[src/rtl/pe_types.sv]
// Shared PE types: pattern entries, config packets and the config-loader state encoding.
package pe_types;

   typedef enum logic [2:0] {
      OpMul    = 3'd0,
      OpMulH   = 3'd1,
      OpMulHsu = 3'd2,
      OpMulHu  = 3'd3
   } pe_op_t;

   typedef struct packed {
      pe_op_t     op;
      logic [3:0] pid;
      logic [7:0] arg;
   } pat_entry_t;

   typedef struct packed {
      logic [8:0] padding;
      logic [3:0] pat_ind;
      pat_entry_t pat_w_entry;
   } config_payload_t;

   typedef struct packed {
      logic [3:0]      pid;
      logic [1:0]      x_coord;
      logic [1:0]      y_coord;
      config_payload_t payload;
   } packet_t;

   typedef struct packed {
      logic [3:0] pat_ind;
      pat_entry_t pat_w_entry;
   } pe_cfg_entry_t;

   typedef enum logic [1:0] {
      IDLE = 2'd0,
      SEND = 2'd1,
      DONE = 2'd2
   } pe_cfg_state_t;

   // Config packets always target pid 0 with zero padding.
   function automatic packet_t cfg_packet(pe_cfg_entry_t e, logic [1:0] x, logic [1:0] y);
      packet_t p;
      p                     = '0;
      p.x_coord             = x;
      p.y_coord             = y;
      p.payload.pat_ind     = e.pat_ind;
      p.payload.pat_w_entry = e.pat_w_entry;
      return p;
   endfunction

endpackage

[src/rtl/pe_cfg_table.sv]
// DEPTH-entry config register file: one synchronous write port, one combinational read port.
module pe_cfg_table
   import pe_types::*;
#(
   parameter int unsigned DEPTH = 16
) (
   input  logic          i_clk,
   input  logic          i_we,
   input  logic [3:0]    i_waddr,
   input  pe_cfg_entry_t i_wdata,
   input  logic [3:0]    i_raddr,
   output pe_cfg_entry_t o_rdata
);

   pe_cfg_entry_t r_mem [DEPTH];

   always_ff @(posedge i_clk) begin
      if (i_we && (32'(i_waddr) < DEPTH)) begin
         r_mem[i_waddr] <= i_wdata;
      end
   end

   assign o_rdata = (32'(i_raddr) < DEPTH) ? r_mem[i_raddr] : '0;

endmodule

[src/rtl/pe_cfg_loader.sv]
// Streams a host-written config table into a PE ingress FIFO, then raises init_done.
// Optional PE_CFG_GAP_EN inserts one idle cycle after every non-final transfer.
module pe_cfg_loader
   import pe_types::*;
#(
   parameter int unsigned DEPTH   = 16,
   parameter logic [1:0]  X_COORD = 2'b00,
   parameter logic [1:0]  Y_COORD = 2'b00
) (
   input  logic          i_clk,
   input  logic          i_rst,
   input  logic          i_start,
   input  logic [4:0]    i_cnt,
   input  logic          i_tbl_we,
   input  logic [3:0]    i_tbl_addr,
   input  pe_cfg_entry_t i_tbl_wdata,
   output logic          o_out_enq,
   output packet_t       o_out_wdata,
   input  logic          i_out_full,
   output logic          o_busy,
   output logic          o_init_done,
   output logic [4:0]    o_sent_cnt
);

   localparam logic [4:0] DepthC = 5'(DEPTH);

   pe_cfg_state_t r_state;
   logic [4:0]    r_idx;
   logic [4:0]    r_len;
   logic [4:0]    r_sent;
   logic          r_done;

   logic [4:0]    w_len;
   logic          w_last;
   logic          w_pace_ok;
   pe_cfg_entry_t w_entry;

   assign w_len  = (i_cnt > DepthC) ? DepthC : i_cnt;
   assign w_last = (r_idx == (r_len - 5'd1));

`ifdef PE_CFG_GAP_EN
   logic r_gap;
   assign w_pace_ok = !r_gap;
`else
   assign w_pace_ok = 1'b1;
`endif

   // Writes during SEND are dropped so an in-flight sequence stays consistent.
   pe_cfg_table #(
      .DEPTH (DEPTH)
   ) u_table (
      .i_clk   (i_clk),
      .i_we    (i_tbl_we && (r_state != SEND)),
      .i_waddr (i_tbl_addr),
      .i_wdata (i_tbl_wdata),
      .i_raddr (r_idx[3:0]),
      .o_rdata (w_entry)
   );

   assign o_out_enq   = (r_state == SEND) && !i_out_full && w_pace_ok;
   assign o_out_wdata = cfg_packet(w_entry, X_COORD, Y_COORD);
   assign o_busy      = (r_state == SEND);
   assign o_init_done = r_done;
   assign o_sent_cnt  = r_sent;

   always_ff @(posedge i_clk) begin
      if (i_rst) begin
         r_state <= IDLE;
         r_idx   <= '0;
         r_len   <= '0;
         r_sent  <= '0;
         r_done  <= 1'b0;
`ifdef PE_CFG_GAP_EN
         r_gap   <= 1'b0;
`endif
      end else begin
         unique case (r_state)
            IDLE, DONE: begin
               if (i_start) begin
                  r_len   <= w_len;
                  r_idx   <= '0;
                  r_sent  <= '0;
                  r_done  <= (w_len == 5'd0);
                  r_state <= (w_len == 5'd0) ? DONE : SEND;
`ifdef PE_CFG_GAP_EN
                  r_gap   <= 1'b0;
`endif
               end
            end
            SEND: begin
               if (o_out_enq) begin
                  r_idx  <= r_idx + 5'd1;
                  r_sent <= r_sent + 5'd1;
                  if (w_last) begin
                     r_state <= DONE;
                     r_done  <= 1'b1;
                  end
               end
`ifdef PE_CFG_GAP_EN
               r_gap <= o_out_enq && !w_last;
`endif
            end
            default: r_state <= IDLE;
         endcase
      end
   end

endmodule

[config.mk]
export PLATFORM = sky130hd
export DESIGN_NAME = pe_cfg_loader
export DESIGN_NICKNAME = d
export VERILOG_FILES = /design/src/rtl/pe_types.sv /design/src/rtl/pe_cfg_table.sv /design/src/rtl/pe_cfg_loader.sv
export SDC_FILE = /design/constraint.sdc
export NUM_CORES = 1
export LEC_CHECK = 0
export BUFFER_PORTS_ARGS = -buffer_cell sky130_fd_sc_hd__buf_2
export CAP_MARGIN = 20
export CORE_MARGIN = 4
export CORE_UTILIZATION = 60
export CTS_CLUSTER_DIAMETER = 200
export DETAILED_ROUTE_END_ITERATION = 6
export GPL_TIMING_DRIVEN = 0
export PLACE_DENSITY_LB_ADDON = 0.1
export SYNTH_ARGS = -nofsm -noshare
export SYNTH_HDL_FRONTEND = slang
export SYNTH_SLANG_ARGS = --single-unit
export TNS_END_PERCENT = 30
[constraint.sdc]
create_clock -name i_clk -period 7.5 [get_ports i_clk]
set_input_delay 0.75 -clock i_clk [delete_from_list [all_inputs] [get_ports i_clk]]
set_output_delay 0.75 -clock i_clk [all_outputs]
set_load 0.03 [all_outputs]
# [Word-level counts from Yosys, hierarchy flattened]
# Memory sizes are Yosys's and may differ from the RTL's. A register that Yosys moved wholly into a read port is not among the register bits.
# Cells that the tools add are included.
[totals] reg_bits=18 mem_bits_rw=304 wordCells=47 memories=1
[classes] addsub=3 order_cmp=1 eq_ne=7 n_mux=19 n_reduce_logical=11
[memory_table] memory="u_table.r_mem" depth=16 width=19 rd=1 rd_ports_with_merged_regs=1 wr=1 line_no="pe_cfg_table.sv:15" text="pe_cfg_entry_t r_mem [DEPTH];"
[op_table] cell="5-bit two-way mux" n=4
[op_table] cell="5-bit case mux with 2 select lines" n=2
[op_table] cell="5-bit by 1-bit adder with 5-bit output, second input constant" n=2
[op_table] cell="2-bit two-way mux" n=4
[op_table] cell="4-bit two-way mux" n=2
[op_table] cell="3-bit AND reduction" n=2
[op_table] cell="5-bit == test" n=1
[op_table] cell="5-bit greater-than comparator, second input constant" n=1
[op_table] cell="5-bit zero test" n=1
[op_table] cell="1-bit two-way mux" n=5
[op_table] cell="5-bit by 1-bit subtractor with 5-bit output, second input constant" n=1
[op_table] cell="2-bit by 1-bit != test with 1-bit output, second input constant" n=2
[op_table] cell="2-bit != test, second input constant" n=2
[op_table] cell="2-bit case mux with 2 select lines" n=1
[op_table] cell="4-bit AND reduction" n=1
[op_table] cell="2-bit by 1-bit == test with 1-bit output, second input constant" n=1
[op_table] cell="2-bit == test, second input constant" n=1
[op_table] cell="1-bit logical AND" n=2
[op_table] cell="2-bit zero test" n=1
[op_table] cell="1-bit case mux with 2 select lines" n=1
[op_table] cell="2-bit AND reduction" n=1
[op_table] cell="2-bit nonzero test" n=1
[op_table] cell="2-bit OR reduction" n=1
[op_table] cell="1-bit zero test" n=1

# [Logic depth before layout (Yosys ltp)]
# Gate-level depths: netlist of the first run.
[depth] depth_word=6 ltp_mapped=6

# [Hierarchy]
# Synthesis of the first run repeated with hierarchy kept, for this count alone.
[unflattened] hier_cells=611 hier_area_um2=12535.8
[modules_own_cells] module="pe_cfg_table" n_inst=1 cells_per_inst=488 area_per_inst_um2=11466.0 seq_area_each_um2=9128.8
[modules_own_cells] module="pe_cfg_loader" n_inst=1 cells_per_inst=123 area_per_inst_um2=1069.8 seq_area_each_um2=360.3

# [Least setup slack after synthesis of the first run]
# OpenSTA, ideal clock, no wires.
[synth_timing] path_kind="input to register" start="input i_tbl_addr[1]" end="memory u_table.r_mem[0][0] (netlist bit) (enable)" t_arrival_ps=2519 required_time_ps=7081 path_slack_ps=4562 path_stages=2 path_buffers=0 cell_sequence="or3_1 -> nor3_1"
[synth_rtl] item="from (decl)" line_no="pe_cfg_loader.sv:15" text="input logic [3:0] i_tbl_addr,"
[synth_rtl] item="to (decl)" line_no="pe_cfg_table.sv:15"
# No word-level cell before the write port.

==> summary.md, run 1 <==
| Metric | Value |
|---|---|
| P_leak | `4.742 nW` |
| Largest net degree at the start of global routing | `20` |
| Switching Power | `0.7727 mW` |
| Clock-pin slew on the worst setup and hold paths | `60 ps` |
| Core ar. | `20490 um^2` |
| Ratio of cells with drive above 1 in the final layout | `35.94%` |
| Mapped Cells | `579` |
| Antenna violations before repair | `1` |
| Die W | `153.2 um` |
| Ant. Diodes | `0` |
| Overall Power | `3.793 mW` |
| Cell internal pwr | `3.020 mW` |
| Clock Latency Late Sink | `510 ps` |
| Synthesis-to-layout area growth | `16.35%` |
| Clock share of power | `41.9%` |
| Layout Nets | `742` |
| DP HPWL | `16.77 mm` |
| Synth warnings | `0` |
| DRC Markers | `0` |
| Die ar. | `23470 um^2` |
| Worst setup path endpoint | `o_out_wdata[17]` |
| PnR worst setup slack | `3602 ps` |
| Sequential area share after synthesis | `75.64%` |
| R2R Path End | `u_table.r_mem[13][4]` |
| Worst IR Drop VDD | `0.0002019 V` |
| CTS H-tree lvls | `2` |
| Sw Share | `20.37%` |
| Worst Setup Start Kind | `flop` |
| Final WL | `27.43 mm` |
| TritonCTS clock tree | `yes` |
| Hold Path Class | `reg2reg` |
| Post-CTS Hold Fix Bufs | `0` |
| Post-CTS Setup Bufs | `0` |
| Max Slew Vio Count | `0` |
| Yosys reg bits | `326` |
| Vias in the first global route | `6548` |
| Setup TNS | `0 ps` |
| Max Clock Freq | `0.2565 GHz` |
| Cell variety after synth | `40` |
| RSZ-0062 raised after global routing | `no` |
| # IOs | `77` |
| Slew HR | `34.86%` |
| Wirelength per Cell | `27.46 um` |
| Sequential power share | `53.2%` |
| Number of detailed-route iterations in the first pass | `4` |
| Effective utilization at floorplan | `61.73%` |
| Mean Syn Cell Area | `21.85 um^2` |
| FF-to-FF Start | `r_state[1]` |
| GRT Overall Usage | `24.11%` |
| Max FO, Critical Path | `10` |
| Starting DRC count in detailed routing | `624` |
| Grt total ovfl | `0` |
| R2R cell count | `5` |
| Global-route wire length before repair | `41.53 mm` |
| Syn Std Cell Area | `12650 um^2` |
| Pre-CTS WS | `4176 ps` |
| Cells resized by post-CTS repair | `0` |
| Top cell type's share of synthesized area | `72.16%` |
| Req. time, crit path | `6750 ps` |
| Max_cap viols | `0` |
| FP Rows | `52` |
| Power per Cell Area | `257.7 nW/um^2` |
| Final period util | `51.98%` |
| Clock sink total | `326` |
| Setup violations, final | `0` |
| Routed vias | `6335` |
| Die height | `153.2 um` |
| Post-DRT Antenna Nets | `0` |
| Worst setup EP type | `output pin` |
| Worst Tran Pin Value | `977.1 ps` |
| Gate power share | `4.9%` |
| Status | `complete, no violations` |
| Cell taking the most area after synthesis | `edfxtp_1` |
| Final Hold Fails | `0` |
| Clk_skew | `18.83 ps` |
| FF-to-FF setup slack | `4930 ps` |
| Post-DR vias/cell | `6.341` |
| Data arrival, critical path | `3150 ps` |
| Synth top area cells | `edfxtp_1, mux4_2, dfxtp_1` |
| IO buf count | `59` |
| Period minus WS final | `3898 ps` |
| Most common cell after layout, fill and taps aside | `edfxtp_1` |
| CTS Buffer Depth | `3` |
| Critical path type | `reg2out` |
| Routability cong. | `0.8123` |
| Root buf cell | `clkbuf_16` |
| Commonest cells after routing, fill and taps aside | `edfxtp_1, mux4_2, buf_2, clkbuf_16, dfxtp_1` |
| Total CTS buffers | `34` |
## critical path, stage by stage, from the launching register on
cell and delay, ps:
dfxtp_1 400, buf_2 360, buf_1 730, mux4_2 440
mux4_2 520, buf_2 200
## cell usage after synthesis, drive strengths merged
cell	number
edfxtp	304
mux4	95
buf	33
nor2	24
dfxtp	22
nand2	12
clkbuf	11
a21oi	9
xor2	8
inv	7
nor3	6
nand3	5
o2111ai	5
nand2b	4
o21ai	4
xnor2	4
ha	3
nand3b	2
nand4b	2
nor2b	2
or3	2
a22oi	1
and2	1
conb	1
mux2i	1
nand4	1
nor3b	1
o21ba	1
o22a	1
o22ai	1
o311a	1
o31ai	1
o32ai	1
o41ai	1
or3b	1
or4	1
## logic make-up after synthesis
| group | after synthesis | share of synthesized area, % |
|---|---|---|
| compound gates | 26 | 1.395 |
| buf+inv | 51 | 2.374 |
| simple gates | 64 | 2.443 |
| flops | 326 | 75.64 |
| mux | 96 | 16.99 |
| xor+xnor | 12 | 0.8308 |
| other cells | 1 | 0.02964 |
| fa+ha+maj | 3 | 0.2967 |
## worst min-delay path by stage
| stage | cells past startpoint | slack [ps] | from | endpoint |
|---|---|---|---|---|
| finish | 2 | 490 | r_len[1] | r_len[1] |
| floorplan | 2 | 450 | r_len[1] | r_len[1] |
| global route | 2 | 490 | i_rst | o_init_done |
| global placement | 2 | 460 | r_len[1] | r_len[1] |
| CTS | 2 | 460 | i_rst | o_init_done |
| detailed placement | 2 | 490 | r_len[1] | r_len[1] |
## power by group through the flow
| stage | Sequential (mW) | Combinational, mW | Clock [mW] |
|---|---|---|---|
| global route | 2.02 | 0.199 | 1.69 |
| floorplan | 2.05 | 0.113 | 0 |
| finish | 2.02 | 0.185 | 1.59 |
| global placement | 2.05 | 0.169 | 0 |
| CTS | 2.02 | 0.185 | 1.61 |
| detailed placement | 2.06 | 0.184 | 0 |
## metrics by stage
stage | hold WS [ps] | instances | utilization (%) | area (um^2)
6_report | 494.8 | 999 | 71.82 | 14720
3_5_place_dp | 488.0 | 940 | 66.68 | 13670
2_1_floorplan | 445.0 | 595 | - | 12710
4_1_cts | 464.5 | 999 | 71.82 | 14720
3_3_place_gp | 459.9 | 924 | 65.11 | 13340
5_1_grt | 487.1 | 999 | 71.82 | 14720
## sequential cells by signal, indices dropped and copies added, names as in the netlist, named ones only
| signal | cells |
|---|---|
| o_init_done | 1 |
| o_sent_cnt | 5 |
| r_idx | 5 |
| r_len | 5 |
| r_state | 2 |
| u_table.r_mem | 304 |
## routing by layer
layer,up-vias,GRT usage (%),wire (um)
met5,-,0,13
met4,2,6.279,495
met3,46,5.824,2275
met2,318,39.47,14090
met1,3327,33.42,10560
li1,2642,-,-
## final cells by class
class	instances	area, um^2
buffer	44	274.0
multi-input combinational	218	2912
clock inverter	12	80.08
fill	1218	5776
timing repair buffer	75	546.8
tap	270	337.8
sequential	326	9569
clock buffer	47	973.4
inverter	7	26.28
(Power assumes the default switching activity.)
==> run 2: changes to the inputs <==
- ABC_AREA: not set -> 1
- CORE_UTILIZATION: 60 -> 55
- clock period: 7.5 -> 3.4 ns (I/O delays scaled with it)
==> run 2 against run 1 <==
Against the previous run: area after synthesis up 6.0%; synthesized cell count grew 71%; critical path type unchanged; wire length grew 26%; clock skew shrank 11 ps; total power is 130% higher.
==> summary.md, run 2 <==
| Metric | Value |
|---|---|
| Total CTS buffers | `35 (+2.9%)` |
| Synthesis-to-layout area growth | `16.12%` |
| GRT Overall Usage | `25.87% (+1.8 points)` |
| Clock sink total | `326 (unchanged)` |
| Post-DR vias/cell | `5.809 (-8.4%)` |
| Gate power share | `9.1% (+4.2 points)` |
| Max Clock Freq | `0.3236 GHz` |
| Critical path type | `reg2out` |
| Setup TNS | `0 ps (unchanged)` |
| Worst setup EP type | `output pin` |
| Core ar. | `23750 um^2 (+16%)` |
| Hold Path Class | `in2reg` |
| Final WL | `34.45 mm (+26%)` |
| TritonCTS clock tree | `yes` |
| DP Cell Count | `1398 (+49%)` |
| Status | `complete, no violations` |
| PnR worst setup slack | `309.5 ps (-3292 ps)` |
| Pre-CTS WS | `905.5 ps (-3270 ps)` |
| Worst IR Drop VDD | `0.0004591 V (+130%)` |
| Setup violations, final | `0 (unchanged)` |
| Max_cap viols | `0 (unchanged)` |
| Wirelength per Cell | `23.63 um (-14%)` |
| Routed vias | `8470 (+34%)` |
| Grt total ovfl | `0 (unchanged)` |
| Sequential power share | `50.6% (-2.6 points)` |
| Ys async rst share | `0% (unchanged)` |
| Slew HR | `45.94% (+11 points)` |
| Antenna violations before repair | `1 (unchanged)` |
| Starting DRC count in detailed routing | `841 (+35%)` |
| Post-CTS Setup Bufs | `0 (unchanged)` |
| # IOs | `77 (unchanged)` |
| Max FO, Critical Path | `10 (unchanged)` |
| Top-count cell post-synth | `edfxtp_1` |
| Post-CTS Hold Fix Bufs | `0 (unchanged)` |
| Effective utilization at floorplan | `56.45% (-5.3 points)` |
| Cell variety after synth | `35 (-13%)` |
| Register area | `9569 um^2 (unchanged)` |
| Clock share of power | `40.3% (-1.6 points)` |
| Clock Latency Late Sink | `510 ps (about the same)` |
| Clock-pin slew on the worst setup and hold paths | `60 ps (about the same)` |
| Switching Power | `2.062 mW (+170%)` |
| Yosys reg bits | `326 (unchanged)` |
| Final Hold Fails | `0 (unchanged)` |
| Sw Share | `23.43% (+3.1 points)` |
| Period minus WS final | `3091 ps` |
| Top cell type's share of synthesized area | `68.09% (-4.1 points)` |
| IO buf count | `59 (unchanged)` |
| Mapped Cells | `988 (+71%)` |
| Largest register FFs | `304 (unchanged)` |
| Routability cong. | `0.8415 (+3.6%)` |
| Ant. Diodes | `0 (unchanged)` |
| Vias in the first global route | `8037 (+23%)` |
| Top FF cell, synth | `edfxtp_1` |
| Worst Setup Start Kind | `flop` |
| EDFF count, synth | `304 (unchanged)` |
| Largest net degree at the start of global routing | `17 (-15%)` |
| Area occupied by multi-input gates | `3045 um^2 (+4.6%)` |
| Fin util | `65.54% (-6.3 points)` |
| Die height | `164.1 um (+7.1%)` |
| Commonest cells post-synth | `edfxtp_1, inv_1, o21ai_0` |
| Cells resized by post-CTS repair | `0 (unchanged)` |
| Worst Tran Pin Value | `810.9 ps (-166.2 ps)` |
| Ratio of cells with drive above 1 in the final layout | `16.33% (-20 points)` |
| Clk_skew | `8.257 ps (-10.57 ps)` |
| Final Cell Area | `15570 um^2 (+5.8%)` |
| Number of detailed-route iterations in the first pass | `5 (+1)` |
| Die ar. | `26940 um^2 (+15%)` |
| CTS H-tree lvls | `2 (unchanged)` |
| Layout Nets | `1152 (+55%)` |
| RSZ-0062 raised after global routing | `no` |
| DP Area | `14520 um^2 (+6.2%)` |
| Commonest cells after routing, fill and taps aside | `edfxtp_1, inv_1, o21ai_0, a21oi_1` |
| CP max-delay cell | `clkbuf_1` |
| FP Rows | `56 (+7.7%)` |
| Fill cell count | `1742 (+43%)` |
| Overall Power | `8.799 mW (+130%)` |
| Post-DRT Antenna Nets | `0 (unchanged)` |
| DRC Markers | `0 (unchanged)` |
| Cell mode on critical path | `buf_2` |
| Data arrival, critical path | `2750 ps (-400 ps)` |
| Post-route insts no fill | `1458 (+46%)` |
| Most common cell after layout, fill and taps aside | `edfxtp_1` |
| Global-route wire length before repair | `50.69 mm (+22%)` |
| Syn Std Cell Area | `13410 um^2 (+6.0%)` |
| Power per Cell Area | `565.2 nW/um^2 (+120%)` |
| Sequential area share after synthesis | `71.37% (-4.3 points)` |
| Root buf cell | `clkbuf_16` |
| Req. time, crit path | `3060 ps (-3690 ps)` |
| Mean Syn Cell Area | `13.57 um^2 (-38%)` |
| Max stage delay on crit path | `470 ps (-260 ps)` |
| CTS Buffer Depth | `3 (unchanged)` |
| Die W | `164.1 um (+7.1%)` |
| Critical-path cell list | `buf_2 -> clkinv_1 -> clkbuf_1 -> o211ai_1 -> nand3_1 -> nand2_1 -> buf_2` |
| Synth warnings | `0 (unchanged)` |
| Synth top area cells | `edfxtp_1, mux2i_1, o211ai_1` |
| P_leak | `5.477 nW (+16%)` |
| Final period util | `90.90%` |
| Cell taking the most area after synthesis | `edfxtp_1` |
| Worst hold slack | `94.35 ps (-400.5 ps)` |
| Biggest register | `u_table.r_mem` |
| Max Slew Vio Count | `0 (unchanged)` |
| Cell internal pwr | `6.737 mW (+120%)` |
| DP HPWL | `22.38 mm (+33%)` |
[run 2: changes by cell type in the layout (fill, tap and decap cells not counted), sizes merged, moves of 34 or more]
cell and delta:
inv +102, mux4 -95, o21ai +93, a21oi +79, o211ai +76, mux2i +75
nand2 +47, nand3 +34
[run 2: layout make-up]
class,instances,area share [%]
repair buffers,75,3.922
multi-input cells,496,19.56
inverters,111,2.692
clock buffers,46,6.164
plain buffers,71,3.046
clock inverters,14,0.5867
flip-flops and latches,326,61.46
well taps,319,2.564
[run 2: metal layers]
layer | GRT usage (%) | routed length, um
met3 | 6.048 | 3167
met1 | 36.37 | 14200
met4 | 7.167 | 845
met2 | 40.96 | 16220
met5 | 0 | 20
[run 2: final timing paths]
check	slack [ps]	to	startpoint	cells after the start
setup / recovery	310	o_out_wdata[9]	flop	7
hold / removal	90	r_len[2]	i_cnt[2]	3
setup reg to reg	1060	u_table.r_mem[3][6]	r_state[1]	6
hold reg to reg	460	o_sent_cnt[4]	o_sent_cnt[4]	2
[run 2: power by group through the flow]
stage | logic, mW | registers (mW) | clock network (mW)
3_5_place_dp | 0.795 | 4.54 | 0
5_1_grt | 0.868 | 4.46 | 3.76
6_report | 0.801 | 4.45 | 3.54
4_1_cts | 0.799 | 4.45 | 3.57
2_1_floorplan | 0.493 | 4.54 | 0
3_3_place_gp | 0.767 | 4.54 | 0
[run 2: cell families after synthesis]
logic type      count (synthesis)  share of synthesized area [%]
mux                            76                          5.674
xor+xnor                        2                         0.1307
simple gates                  130                          4.246
flops                         326                          71.37
compound gates                268                          11.61
buf+inv                       182                          6.663
fa+ha+maj                       3                         0.2800
other cells                     1                        0.02797
[run 2: worst max-delay path: cells and delay by family, from the launching register on]
family,cells,cell delay (ps)
buffers and inverters,4,1210
AOI/OAI and AO/OA,1,260
DFF,1,300
and+or+nand+nor,2,450
